File: config.mk
export PLATFORM = sky130hd
export DESIGN_NAME = tv_sequencer
export DESIGN_NICKNAME = d
export VERILOG_FILES = /design/src/rtl/tv_sequencer_pkg.sv /design/src/rtl/tv_sequencer.sv
export SDC_FILE = /design/constraint.sdc
export NUM_CORES = 1
export LEC_CHECK = 0
export CORE_ASPECT_RATIO = 0.9
export CORE_MARGIN = 2
export CORE_UTILIZATION = 40
export DETAILED_ROUTE_END_ITERATION = 16
export PLACE_DENSITY = 0.8
export SYNTH_ARGS = -nofsm -noshare
export SYNTH_HDL_FRONTEND = slang
export SYNTH_SLANG_ARGS = --single-unit
File: constraint.sdc
create_clock -name clk -period 1.77 [get_ports clk]
set_input_delay 0.354 -clock clk [delete_from_list [all_inputs] [get_ports clk]]
set_output_delay 0.354 -clock clk [all_outputs]
set_load 0.01 [all_outputs]
File: src/rtl/tv_sequencer_pkg.sv
// Shared definitions for the test-vector sequencer: state encoding and the
// bit offsets of the fields packed into each vector ROM word.
package tv_sequencer_pkg;

    typedef enum logic [2:0] {
        StIdle  = 3'd0,
        StFetch = 3'd1,
        StLoad  = 3'd2,
        StWait  = 3'd3,
        StDone  = 3'd4
    } tvState_e;

    // ROM word layout, MSB first: {valid, stimulus[inW-1:0], expected[outW-1:0]}
    function automatic int unsigned validBit(input int unsigned inW, input int unsigned outW);
        return inW + outW;
    endfunction

    function automatic int unsigned stimLsb(input int unsigned outW);
        return outW;
    endfunction

    localparam int unsigned EXP_LSB = 0;

endpackage

File: src/rtl/tv_sequencer.sv
// Test-vector engine: fetches {valid, stimulus, expected} words from a
// synchronous ROM, drives the stimulus to the unit under test, waits DUT_LAT
// cycles, compares the response and accumulates pass/fail status.
module tv_sequencer
    import tv_sequencer_pkg::*;
#(
    parameter int unsigned IN_W    = 64,
    parameter int unsigned OUT_W   = 32,
    parameter int unsigned TV_LEN  = 100,
    parameter int unsigned ADDR_W  = 7,
    parameter int unsigned DUT_LAT = 0,
    parameter int unsigned ERR_W   = 16
) (
    input  logic                  clk,
    input  logic                  rst_n,
    input  logic                  start,
    output logic [ADDR_W-1:0]     rom_addr,
    input  logic [IN_W+OUT_W:0]   rom_data,
    output logic [IN_W-1:0]       dut_in,
    input  logic [OUT_W-1:0]      dut_out,
    output logic                  busy,
    output logic                  done,
    output logic                  pass,
    output logic [ERR_W-1:0]      err_count,
    output logic [ADDR_W-1:0]     first_err,
    output logic [ADDR_W:0]       vec_count
);

    localparam int unsigned VALID_BIT = validBit(IN_W, OUT_W);
    localparam int unsigned STIM_LSB  = stimLsb(OUT_W);
    localparam int unsigned LAT_W     = (DUT_LAT > 0) ? $clog2(DUT_LAT + 1) : 1;

    tvState_e            state;
    logic [ADDR_W-1:0]   idx;
    logic [OUT_W-1:0]    expQ;
    logic [LAT_W-1:0]    waitCnt;

    logic                romValid;
    logic [IN_W-1:0]     romStim;
    logic [OUT_W-1:0]    romExp;
    logic                mismatch;
    logic                errFull;
    logic                lastIdx;

    assign romValid = rom_data[VALID_BIT];
    assign romStim  = rom_data[STIM_LSB +: IN_W];
    assign romExp   = rom_data[EXP_LSB +: OUT_W];
    assign mismatch = (dut_out != expQ);
    assign errFull  = &err_count;
    assign lastIdx  = (idx == ADDR_W'(TV_LEN - 1));

    // The ROM address is the vector index itself; it only moves on entry to FETCH
    assign rom_addr = idx;
    assign pass     = done && (err_count == '0);

    // Sequencer FSM with all status outputs registered alongside the state
    always_ff @(posedge clk or negedge rst_n) begin
        if (!rst_n) begin
            state     <= StIdle;
            idx       <= '0;
            expQ      <= '0;
            waitCnt   <= '0;
            dut_in    <= '0;
            busy      <= 1'b0;
            done      <= 1'b0;
            err_count <= '0;
            first_err <= '0;
            vec_count <= '0;
        end else begin
            case (state)
                StIdle, StDone: begin
                    if (start) begin
                        err_count <= '0;
                        first_err <= '0;
                        vec_count <= '0;
                        idx       <= '0;
                        busy      <= 1'b1;
                        done      <= 1'b0;
                        state     <= StFetch;
                    end
                end
                StFetch: begin
                    state <= StLoad;
                end
                StLoad: begin
                    if (!romValid) begin
                        // Sentinel word: end of the vector list, nothing to check
                        busy  <= 1'b0;
                        done  <= 1'b1;
                        state <= StDone;
                    end else begin
                        dut_in  <= romStim;
                        expQ    <= romExp;
                        waitCnt <= LAT_W'(DUT_LAT);
                        state   <= StWait;
                    end
                end
                StWait: begin
                    if (waitCnt != '0) begin
                        waitCnt <= waitCnt - LAT_W'(1);
                    end else begin
                        if (mismatch) begin
                            if (!errFull) begin
                                err_count <= err_count + ERR_W'(1);
                            end
                            // Counter never returns to zero once hit, even when saturated
                            if (err_count == '0) begin
                                first_err <= idx;
                            end
                        end
                        vec_count <= vec_count + (ADDR_W + 1)'(1);
                        if (lastIdx) begin
                            busy  <= 1'b0;
                            done  <= 1'b1;
                            state <= StDone;
                        end else begin
                            idx   <= idx + ADDR_W'(1);
                            state <= StFetch;
                        end
                    end
                end
                default: begin
                    state <= StIdle;
                end
            endcase
        end
    end

endmodule

# Word level (Yosys, flattened, before mapping)
# Cells that the tools add are included.
# op_classes
addsub,4
n_reduce_logical,16
muxes,34
n_eq_ne,15
# op_table
op,n
$mux W16,4
$mux W7,6
$ne A32 B32 Y1,1
$pmux W16 S2,1
$pmux W7 S2,2
$ne A2 B2 Y1 const B,9
$add A16 B1 Y16 const B,1
$logic_not A16 Y1,1
$mux W8,2
$pmux W8 S2,1
$reduce_and A16 Y1,1
$reduce_and A5 Y1,3
$mux W3,4
$pmux W3 S4,1
$mux W1,10
$add A8 B1 Y8 const B,1
$add A7 B1 Y7 const B,1
$eq A7 B7 Y1 const B,1
$eq A3 B2 Y1 const B,2
$pmux W1 S3,2
$reduce_and A2 Y1,3
$reduce_and A4 Y1,1
$reduce_bool A2 Y1,2
$eq A3 B1 Y1 const B,1
8 further kinds,8
# totals
regBits,140

# Depth between registers and ports, before layout
# logic_depth
ltp_word,5
mapped_depth,9

# Worst setup path after synthesis
# Ideal clock, no wire load.
# synth_timing
path_type,register -> register
from,reg err_count[0]
to,reg err_count[1]
t_arrival_ns,1.815
setup_time_ns,0.129
n_path_buf,1
setup_slack_ns,-0.174
stages_incl_launch_ff,9
period_less_slack_ns,1.944
cell_sequence,dfrtp_1 -> ha_1 -> nand2_1 -> nor3_2 -> nand4_1 -> o22ai_1 -> or2_4 -> buf_6 -> o21ai_0
# synth_between
elab_chain_cells,5
word_cells_on_any_way,8
# synth_lines
element,line,text
start: declaration,tv_sequencer.sv:24,"output logic [ERR_W-1:0] err_count,"
start signal: assignment,tv_sequencer.sv:104,err_count <= err_count + ERR_W'(1);
$add A16 B1 Y16,tv_sequencer.sv:104,
$mux W16,tv_sequencer.sv:103,if (!errFull) begin
$mux W16,tv_sequencer.sv:102,if (mismatch) begin
$mux W16,tv_sequencer.sv:99,if (waitCnt != '0) begin
$pmux W16 S2,tv_sequencer.sv:70,case (state)
# Parallel ways exist; a longest one is shown, timed or not. The select of a mux whose other input is x is not followed.
# A chain may end at the register's enable or synchronous reset.

# Worst setup path in the final report
# layout_timing
from,reg expQ[28]
to,reg first_err[4]
# layout_between
elab_chain_cells,3
# layout_lines
element,line,text
start: declaration,tv_sequencer.sv:35,logic [OUT_W-1:0] expQ;
start signal: assignment,tv_sequencer.sv:93,expQ <= romExp;
$ne A32 B32 Y1,tv_sequencer.sv:48,assign mismatch = (dut_out != expQ);
$ne A2 B2 Y1 (no line),--,
$reduce_and A5 Y1 (no line),--,
end signal: assignment,tv_sequencer.sv:108,first_err <= idx;
end: declaration,tv_sequencer.sv:25,"output logic [ADDR_W-1:0] first_err,"
# No other way between the ends.

==> key figures <==
Status
  – Status: finished, violations left
  – Failing checks: setup timing

Placement
  – GPL Wtd Cong: 0.8296
  – Port Buffers: 236
  – Placed cells: 969
  – HPWL Detailed: 13470 µm

Global route
  – Largest net degree at the start of global routing: 57
  – Vias in the first global route: 5614
  – First-pass GRT wire length: 29020 µm
  – Met3 Track Usage GR: 0.08323
  – Gr ovfl total: 0
  – Aggregate global-route resource usage: 0.2273
  – Global routing's busiest layer: met2
  – Global routing met1 resource utilization: 0.2564
  – Initial antenna violation count: 0
  – M2 GR Usage: 0.3966

Cells and area
  – Share of post-route cells with drive strength above 1: 0.3257
  – Area Overhead vs Synth: 77.92%
  – N_diodes: 0
  – Final Core Density: 0.7197
  – Nets: 956
  – Final Non-Filler Cells: 1034

Power
  – Internal power: 11.36 mW
  – Comb power frac: 0.455
  – Power Dens Cells: 1512 mW/mm²
  – Worst vdd ir: 0.001181 V
  – P_leak: 5.090 nW
  – Share of total power in the clock network: 0.221
  – Sw power: 5.264 mW
  – Total design power: 16.63 mW
  – Sw frac: 0.3166
  – Part of the power in registers: 0.324

Timing
  – Tcrit/Tclk final: 1.179
  – Worst Tran Pin Value: 585.3 ps
  – Fin. Hold Viols: 0
  – Final Skew: 9.062 ps
  – Crit path setup slack, layout: -316.1 ps
  – Minimum clock period: 2086 ps
  – F_max: 479.4 MHz
  – Final setup viols: 120
  – Max-slew violations: 0
  – Final hold slack: 391.2 ps
  – Unrepaired setup endpoints after global routing: yes
  – Worst relative slew slack: 0.6094
  – Setup tns final: -14390 ps

Synth
  – Syn Std Cell Area: 0.006181 mm²
  – Synth area leaders: dfrtp_1 (56%), mux2_2 (17%), xor2_1 (4.1%)
  – Post-synth EDFFs: 0
  – Post-synthesis sequential area ratio: 0.5628
  – Netlist cell types: 47
  – Synth area leader: dfrtp_1
  – Async set-or-reset flop fraction in the synthesized netlist: 1.000
  – Post-Synthesis Cells: 488
  – Synth Register Bits: 139
  – Share of the synthesized area in the top cell type: 0.5628
  – YS warnings: 0
  – Main synth FF type: dfrtp_1
  – Mapped Nets: 624
  – Mapped Avg Cell Area: 12.67 µm²

Run
  – Total of max-cap violations: 0

Worst setup path
  – Worst Setup Start Kind: flip-flop
  – Crit. End Element: flip-flop
  – Req. time, crit path: 2050 ps
  – Worst path bufs/invs: 2
  – Crit-path max cell delay: 390 ps
  – Crit path max-delay family: simple AND/OR/NAND/NOR gates
  – Setup CP Type: reg2reg
  – CP max-delay cell: dfrtp_1
  – Crit-path cells: xor2_1, nor4_2, nand4_1, nor4_4, buf_6, buf_12, o21ai_1, o41ai_1
  – CP max FO: 21
  – WP data arrival: 2360 ps

Floorplan
  – Die H: 121.9 µm
  – Die Wd: 135.0 µm
  – Core area: 0.01528 mm²
  – Initial core utilization: 0.4045
  – # rows: 43
  – IO Pins: 237
  – Die area: 0.01646 mm²

Drt
  – Drt pass-1 iters: 7
  – Antenna viol nets, final: 0
  – Via count: 5500
  – Iter 0 DRT Violations: 278
  – Wirelength per Cell: 20.86 µm
  – Routed wire length: 21570 µm
  – DR vias/cell: 5.319
  – DR DRC count: 0

CTS
  – Worst skew pair latency: 420 ps
  – Clock transition at the registers of the reported paths: 60 ps
  – Sink Count: 139
  – CTS tree: done
  – Clock root buffer: clkbuf_16
  – CTS H-tree depth: 4
  – Cts bufs inserted: 17
  – Clock buffer depth: 2

Hold path
  – HP Class: in2async
==> area by class of cell <==
type	instances	area, µm²
Inverter	12	45.04
Clock inverter	12	165.2
Multi-Input combinational cell	314	3108
Tap cell	202	252.7
Timing Repair Buffer	336	3507
Clock buffer	19	432.9
Sequential cell	139	3486
Fill cell	985	4283
==> cells by family (layout without fill, tap and decap cells) <==
| kind of cell | count (synthesis) | after routing | share of synthesized area |
|---|---|---|---|
| compound gates | 69 | 69 | 0.07753 |
| mux | 98 | 98 | 0.1781 |
| simple gates | 106 | 107 | 0.09636 |
| flops | 139 | 139 | 0.5628 |
| xor+xnor | 36 | 36 | 0.05101 |
| buf+inv | 36 | 379 | 0.02611 |
| fa+ha+maj | 4 | 4 | 0.008097 |
==> timing repair <==
action | in CTS | in global routing
pin swaps | 4 | 14
buffers inserted | 3 | 14
resized for setup | 44 | 132
endpoints found under the setup margin | 55 | 133
gates cloned | 0 | 16
hold endpoints to repair | 31 | 0
hold buffers | 1 | 0
==> cells in the mapped netlist, types with 2 or more instances <==
| cell type | n |
|---|---|
| nand4_1 | 7 |
| xnor2_1 | 7 |
| nand2_1 | 17 |
| buf_2 | 8 |
| nor3_1 | 4 |
| nand3_1 | 17 |
| a31oi_1 | 3 |
| and3_1 | 6 |
| nor4_1 | 11 |
| a211o_1 | 3 |
| o31ai_1 | 11 |
| inv_1 | 12 |
| dfrtp_1 | 139 |
| mux2i_1 | 2 |
| clkbuf_1 | 11 |
| o22ai_1 | 2 |
| xor2_1 | 29 |
| a21oi_1 | 10 |
| mux2_2 | 96 |
| ha_1 | 4 |
| nand3b_1 | 2 |
| buf_4 | 2 |
| o21ai_0 | 19 |
| nor3_2 | 2 |
| o41ai_1 | 15 |
| nor2_1 | 28 |
==> through the flow <==
| stage | worst slack, ps | instance area [µm²] |
|---|---|---|
| after floorplan | -59.69 | 6255 |
| after global placement | -769.3 | 9358 |
| after detailed placement | -857.2 | 9358 |
| after CTS | -332.2 | 10030 |
| after global routing | -459.8 | 11000 |
| final | -316.1 | 11000 |
==> path summary, 6_finish.rpt <==
path	from	endpoint	slack (ps)	cells after the start
max in group asynchronous	rst_n	err_count[10]$_DFFE_PN0P_	750	3
min in group clk	first_err[5]$_DFFE_PN0P_	first_err[5]$_DFFE_PN0P_	510	2
setup reg to reg	expQ[28]$_DFFE_PN0P_	first_err[4]$_DFFE_PN0P_	-320	8
hold / removal	rst_n	first_err[0]$_DFFE_PN0P_	390	2
hold reg to reg	first_err[5]$_DFFE_PN0P_	first_err[5]$_DFFE_PN0P_	510	2
setup / recovery	expQ[28]$_DFFE_PN0P_	first_err[4]$_DFFE_PN0P_	-320	8
==> placed cells by master, fill, tap and decap left out, types with 6 or more instances in the layout <==
cell type        count
clkdlybuf4s50_1    203
mux2_4              94
o41ai_2              6
inv_1               10
buf_4               68
nand3_1             16
dfrtp_2              6
dlygate4sd2_1       22
xor2_1              29
buf_12               7
dlymetal6s2s_1       8
nand2_1             17
buf_6                7
nor2_1              26
nand4_1              7
o21ai_1              9
o41ai_1             10
o21ai_0             10
xnor2_1              7
o31ai_1             10
a21oi_1             10
dfrtp_1            133
clkbuf_16           29
==> worst register-to-register path, cell delays in order (launching register included) <==
cell and delay (ps):
dfrtp_1 390, xor2_1 170, nor4_2 320, nand4_1 230, nor4_4 330, buf_6 180
buf_12 160, o21ai_1 70, o41ai_1 100
==> state kept, by name, indices dropped and copies added, names as in the netlist <==
name       count
first_err      7
busy           1
vec_count      8
err_count     16
dut_in        64
rom_addr       7
expQ          32
done           1
state          3
==> routing by layer <==
layer / routed length, µm / share of wire / vias to the layer above
met3: 1598 / 0.074 / 36
met5: 0 / 0 / -
met1: 8155 / 0.38 / 2779
met2: 11400 / 0.53 / 244
li1: - / - / 2441
met4: 415 / 0.019 / 0
==> power groups by stage <==
stage / sequential (mW) / combinational [mW] / clock (mW)
final: 5.39 / 7.57 / 3.67
after global routing: 5.51 / 8.02 / 3.86
after CTS: 5.29 / 5.99 / 3.71
after detailed placement: 5.31 / 5.88 / 0
after global placement: 5.23 / 5.73 / 0
after floorplan: 5.54 / 2.45 / 0
(Power assumes the default switching activity.)
